**src/rtl/pc_sequencer.sv**
```systemverilog
`default_nettype none
// pc_sequencer: program counter and instruction prefetch buffer; holds issue on jumps
// until resolved, then falls through or flushes and redirects.  Rev 1.0
module pc_sequencer #(
   parameter int              ADDR_W         = 32,
   parameter logic [ADDR_W-1:0] RESET_PC     = '0,
   parameter int              PREFETCH_DEPTH = 2
) (
   input  logic              clk,
   input  logic              rst_n,
   output logic              imem_req,
   output logic [ADDR_W-1:0] imem_addr,
   input  logic              imem_ack,
   input  logic [31:0]       imem_data,
   output logic              cmd_valid,
   output logic [31:0]       cmd,
   output logic [ADDR_W-1:0] cmd_pc,
   input  logic              cmd_ready,
   input  logic              jump_resolve,
   input  logic              should_jump,
   input  logic [ADDR_W-1:0] jump_target,
   input  logic              halt,
   output logic              waiting_resolve
);

   localparam int              PTR_W   = $clog2(PREFETCH_DEPTH);
   localparam int              CNT_W   = PTR_W + 1;
   localparam logic [CNT_W-1:0] DEPTH_C = CNT_W'(PREFETCH_DEPTH);
   localparam logic [9:0]      JUMP_OP = 10'b0010000000;

   typedef enum logic {F_IDLE = 1'b0, F_REQ = 1'b1} fetch_state_t;
   typedef enum logic {S_RUN = 1'b0, S_WAIT_RESOLVE = 1'b1} issue_state_t;

   fetch_state_t      r_fstate;
   issue_state_t      r_istate;
   logic [31:0]       r_mem_data [PREFETCH_DEPTH];
   logic [ADDR_W-1:0] r_mem_pc   [PREFETCH_DEPTH];
   logic [PTR_W-1:0]  r_rd_ptr;
   logic [PTR_W-1:0]  r_wr_ptr;
   logic [CNT_W-1:0]  r_count;
   logic [ADDR_W-1:0] r_fetch_pc;
   logic [ADDR_W-1:0] r_imem_addr;
   logic              r_discard;
   logic              r_cmd_valid;
   logic [31:0]       r_cmd;
   logic [ADDR_W-1:0] r_cmd_pc;

   fetch_state_t      w_fstate_nx;
   issue_state_t      w_istate_nx;
   logic              w_ack;
   logic              w_redirect;
   logic              w_push;
   logic              w_pop;
   logic              w_jump_pop;
   logic              w_room;
   logic              w_new_req;
   logic              w_head_fresh;
   logic              w_cmd_valid_nx;
   logic [CNT_W-1:0]  w_count_nx;
   logic [PTR_W-1:0]  w_rd_nx;
   logic [PTR_W-1:0]  w_wr_nx;
   logic [ADDR_W-1:0] w_fetch_pc_nx;

   assign imem_req        = (r_fstate == F_REQ);
   assign imem_addr       = r_imem_addr;
   assign cmd_valid       = r_cmd_valid;
   assign cmd             = r_cmd;
   assign cmd_pc          = r_cmd_pc;
   assign waiting_resolve = (r_istate == S_WAIT_RESOLVE);

   always_comb begin
      w_ack      = (r_fstate == F_REQ) && imem_ack;
      w_redirect = (r_istate == S_WAIT_RESOLVE) && jump_resolve && should_jump;
      // A redirect kills the data acked on the same edge as well as any still in flight.
      w_push     = w_ack && !r_discard && !w_redirect;
      w_pop      = r_cmd_valid && cmd_ready;
      w_jump_pop = w_pop && (r_cmd[31:22] == JUMP_OP);

      w_count_nx = r_count;
      if (w_push) w_count_nx = w_count_nx + CNT_W'(1);
      if (w_pop)  w_count_nx = w_count_nx - CNT_W'(1);
      w_rd_nx = w_pop  ? r_rd_ptr + PTR_W'(1) : r_rd_ptr;
      w_wr_nx = w_push ? r_wr_ptr + PTR_W'(1) : r_wr_ptr;
      w_fetch_pc_nx = (w_ack && !r_discard) ? r_fetch_pc + ADDR_W'(1) : r_fetch_pc;
      if (w_redirect) begin
         w_count_nx    = '0;
         w_rd_nx       = '0;
         w_wr_nx       = '0;
         w_fetch_pc_nx = jump_target;
      end

      w_room = !halt && (w_count_nx < DEPTH_C);
      w_fstate_nx = r_fstate;
      case (r_fstate)
         F_IDLE:  w_fstate_nx = w_room ? F_REQ : F_IDLE;
         F_REQ:   w_fstate_nx = (w_ack && !w_room) ? F_IDLE : F_REQ;
         default: w_fstate_nx = F_IDLE;
      endcase
      w_new_req = (w_fstate_nx == F_REQ) && ((r_fstate == F_IDLE) || w_ack);

      w_istate_nx = r_istate;
      case (r_istate)
         S_RUN:          w_istate_nx = w_jump_pop ? S_WAIT_RESOLVE : S_RUN;
         S_WAIT_RESOLVE: w_istate_nx = jump_resolve ? S_RUN : S_WAIT_RESOLVE;
         default:        w_istate_nx = S_RUN;
      endcase

      // Next head comes straight from the ack when it lands in the slot being exposed.
      w_head_fresh   = w_push && (r_wr_ptr == w_rd_nx);
      w_cmd_valid_nx = (w_istate_nx == S_RUN) && (w_count_nx != '0);
   end

   always_ff @(posedge clk) begin
      if (w_push) begin
         r_mem_data[r_wr_ptr] <= imem_data;
         r_mem_pc[r_wr_ptr]   <= r_fetch_pc;
      end
   end

   always_ff @(posedge clk or negedge rst_n) begin
      if (!rst_n) begin
         r_fstate    <= F_IDLE;
         r_istate    <= S_RUN;
         r_rd_ptr    <= '0;
         r_wr_ptr    <= '0;
         r_count     <= '0;
         r_fetch_pc  <= RESET_PC;
         r_imem_addr <= RESET_PC;
         r_discard   <= 1'b0;
         r_cmd_valid <= 1'b0;
         r_cmd       <= '0;
         r_cmd_pc    <= '0;
      end else begin
         r_fstate   <= w_fstate_nx;
         r_istate   <= w_istate_nx;
         r_rd_ptr   <= w_rd_nx;
         r_wr_ptr   <= w_wr_nx;
         r_count    <= w_count_nx;
         r_fetch_pc <= w_fetch_pc_nx;
         if (w_new_req) r_imem_addr <= w_fetch_pc_nx;
         if (w_redirect && (r_fstate == F_REQ) && !imem_ack) r_discard <= 1'b1;
         else if (w_ack)                                     r_discard <= 1'b0;
         r_cmd_valid <= w_cmd_valid_nx;
         if (w_cmd_valid_nx) begin
            r_cmd    <= w_head_fresh ? imem_data  : r_mem_data[w_rd_nx];
            r_cmd_pc <= w_head_fresh ? r_fetch_pc : r_mem_pc[w_rd_nx];
         end
      end
   end

endmodule
`default_nettype wire

```
**config.mk**
```make
export PLATFORM = sky130hd
export DESIGN_NAME = pc_sequencer
export DESIGN_NICKNAME = d
export VERILOG_FILES = /design/src/rtl/pc_sequencer.sv
export SDC_FILE = /design/constraint.sdc
export NUM_CORES = 1
export LEC_CHECK = 0
export BUFFER_PORTS_ARGS = -buffer_cell sky130_fd_sc_hd__buf_4
export CORE_UTILIZATION = 51
export CTS_CLUSTER_DIAMETER = 100
export DETAILED_ROUTE_END_ITERATION = 7
export PLACE_DENSITY = 0.83
export SLEW_MARGIN = 10
export SYNTH_ARGS = -nofsm -noshare
export SYNTH_HDL_FRONTEND = slang
export SYNTH_SLANG_ARGS = --single-unit
```
**constraint.sdc**
```tcl
create_clock -name clk -period 4.24 [get_ports clk]
set_clock_uncertainty 0.15 [all_clocks]
set_input_delay 0.424 -clock clk [delete_from_list [all_inputs] [get_ports clk]]
set_output_delay 0.424 -clock clk [all_outputs]
set_load 0.02 [all_outputs]
```
==> key figures <==
Finish
  – Cell area after layout: 14200 um2
  – Area grow syn2layout: 26.2%
  – Non-filler instance count after layout: 1352
  – Sequential Area: 7250 um2
  – Number of diodes: 0
  – Fin nets: between 1000 and 1500
  – Share of cells above drive strength 1: 25.5%
  – Layout fillers: between 1000 and 1500
  – Multi-input gate area in the final layout: 3740 um2

STA
  – Final setup margin: roughly 1200 ps
  – Worst Tran Pin Value: between 900 and 1000 ps
  – Top achievable clock speed: 0.331 GHz
  – RSZ-0062 raised after global routing: false
  – Fin Setup TNS: 0 ps
  – Slew headroom: a little under two fifths
  – Tcrit/Tclk final: 71.3%
  – Hold Fails Final Rpt: 0
  – Final worst path period need: 3020 ps
  – Final slew viol count: 0
  – Final setup fails: 0

Logic synthesis
  – Syn_nets: 932
  – Top FF cell, synth: dfrtp_1
  – Seq/Total Area, Yosys: around 64%
  – Synthesized flop and latch total: approximately 260
  – Post-synth ARST share: 51.5%
  – Synthesized cell area: 11200 um2
  – Post-synth EDFFs: 128
  – Synth warn: 0
  – Post-Syn Instances: 860
  – Unique masters post-synth: 53
  – Syn_area_per_cell: 13.1 um2
  – Synth area leader: edfxtp_1
  – Yosys top cell area share: 34.2%
  – Synth area leaders: edfxtp_1 34%, dfrtp_1 30%, mux2i_1 6.1%

Job
  – # Max-Cap Violations: 0

Power and ir drop
  – Sw Share: 36.2%
  – Sequential share of power: 37.6%
  – Internal: 0.00677 W
  – Maximum vdd drop: 628 uV
  – Clk pwr share: a little under a quarter
  – Leakage power: just under 6 nW
  – Power share of the combinational group: 38.6%
  – PD cells: 748 nW/um2
  – Psw: 0.00384 W

Route
  – Via count: 7959
  – Final wirelength: 26800 um
  – Starting DRT DRC Count: 591
  – Detail Route Antenna Nets: 0
  – Routed len/inst: just under 20 um
  – Drt pass-1 iters: 5
  – Vias per cell: 5.89
  – Post-route DRC: 0

Global routing
  – Total track usage: 23.9%
  – Total congestion overflow: 0
  – Initial antenna violation count: 0
  – First-pass GRT wire length: 41900 um
  – Number of global-route vias before repair: 7860
  – Largest net degree at the start of global routing: 97

Placement
  – Port Buffers: approximately 170
  – Final Wtd Congestion: 0.861
  – Post-DP HPWL: 16900 um
  – Placed instance count: 1260
  – Worst slack, placed: 1300 ps
  – Placed cell area: 12800 um2

Floorplan
  – Initial Util: 52.8%
  – Full die area: approximately 23000 um2
  – Row count: 53
  – DIE WIDTH: 150 um
  – Boundary Pins: 170
  – Core area: 21300 um2
  – Die H: about 150 um

Clocking
  – Clock sink count: 264
  – H-tree levels: 1
  – Worst-skew pair later-pin latency: 530 ps
  – CTS Buf Count: 27
  – CTS Root Cell: clkbuf_16
  – CTS max path bufs: 3
  – Clock-pin slew on the worst setup and hold paths: 60 ps
  – Setup bufs post-CTS: 0
  – CTS tree: yes

Worst setup path
  – CP endpoint kind: register
  – Crit path max fanout: 32
  – WP data arrival: 3280 ps
  – WS Path Type: in -> reg
  – Req. time, crit path: 4500 ps
  – Startpoint types: primary input

Status
  – Status: finished clean

Worst hold path
  – Worst Hold Class: in -> reg
## layer usage
metal,GRT usage [%],share of wire [%],vias to the layer above,routed length [um]
met5,0,0,-,0
met4,6.01,2.2,0,578
met3,4.09,6.8,40,1820
met2,39.4,49,315,13000
met1,32.9,42,3926,11400
li1,-,-,3678,-
## per-stage QoR
step | hold slack, ps | util, % | power (W)
final | 7.21 | 66.7 | 0.0106
after CTS | 2.74 | 66.7 | 0.0107
after detailed placement | 317 | 60.2 | 0.00808
after global placement | 311 | 60.2 | 0.00796
after global routing | 12.7 | 66.7 | 0.0111
after floorplan | -21.6 | - | 0.00662
## cells by family after synthesis
family	synth area share, %
flops	64.4
simple gates	9.84
compound gates	12.5
mux	9.26
buf+inv	2.51
xor+xnor	1.37
fa+ha+maj	0.111
## cell usage after synthesis, types with 3 or more instances
master / number
a211o_1: 4
nand3_1: 12
nand2_1: 44
nand4_1: 12
a211oi_1: 66
and3b_1: 3
inv_1: 9
xnor2_1: 12
or3_1: 7
edfxtp_1: 128
dfrtp_1: 136
o21bai_1: 3
nor3_1: 75
mux2i_1: 68
mux2_2: 31
nor2_1: 20
o21ai_0: 20
xor2_1: 3
nor4_1: 10
buf_2: 10
buf_1: 9
a21oi_1: 9
a21o_1: 64
clkbuf_1: 44
a31oi_1: 8
or4_1: 6
and3_1: 5
a2bb2oi_1: 3
o211ai_1: 6
o31ai_1: 3
## cell type report
cell class                 count  share of cell area, %
tap                          275                   2.42
clock buffer                  32                   5.03
inverter                       9                  0.238
clock inverter                17                   1.63
multi-input combinational    524                   26.3
sequential                   264                   51.1
timing repair buffer         231                   13.3
## power by group through the flow
stage                     sequential [W]  combinational (W)  clock [W]
after floorplan                  0.00439            0.00223          0
after global placement           0.00398            0.00398          0
after detailed placement         0.00401            0.00407          0
after CTS                        0.00397            0.00412    0.00255
after global routing             0.00406            0.00441    0.00267
final                            0.00399            0.00410    0.00252
## flip-flops by register name, summed over array words and instances (netlist names)
register and cells:
cmd 32, cmd_pc 32, cmd_valid 1, imem_addr 32, imem_req 1, r_count 2, r_discard 1, r_fetch_pc 32
r_mem_data 64, r_mem_pc 64, r_rd_ptr 1, r_wr_ptr 1, waiting_resolve 1
## cells in the final DEF, fill, tap and decap left out, types with 3 or more instances in the layout
cell / n
a211o_1: 4
a211oi_1: 66
a21o_1: 64
a21oi_1: 9
a2bb2oi_1: 3
a31oi_1: 8
and3_1: 4
and3b_1: 3
buf_12: 3
buf_4: 184
bufinv_16: 6
clkbuf_1: 3
clkbuf_16: 27
clkinv_1: 3
clkinv_2: 8
dfrtp_1: 136
dlygate4sd3_1: 43
edfxtp_1: 128
inv_1: 9
mux2_2: 31
mux2i_1: 68
nand2_1: 43
nand3_1: 12
nand4_1: 12
nor2_1: 19
nor3_1: 75
nor4_1: 10
o211ai_1: 6
o21ai_0: 19
o21bai_1: 3
o31ai_1: 3
or3_1: 7
or4_1: 6
xnor2_1: 12
xor2_1: 3
## critical path, stage by stage
cell and delay (ps):
dlygate4sd3_1 540, buf_4 140, nand3b_1 460, a22oi_1 420
mux2i_1 360, a211o_1 150, buf_4 370, mux2_2 390
## worst paths after layout
path	startpoint	to	slack, ps	cells past startpoint
setup / recovery	imem_ack	imem_addr[5]	1220	8
min in group asynchronous	rst_n	imem_addr[5]	390	2
hold reg to reg	cmd[5]	cmd[5]	330	1
hold / removal	jump_target[2]	r_fetch_pc[2]	7	3
setup reg to reg	r_fetch_pc[0]	imem_addr[28]	1240	6
max in group asynchronous	rst_n	cmd_pc[30]	2610	3
## repair_timing
item | in CTS | in global routing
hold buffers | 43 | 0
resized for setup | 0 | 0
endpoints found under the hold margin | 155 | 0
Power figures use the tool's default switching activity.
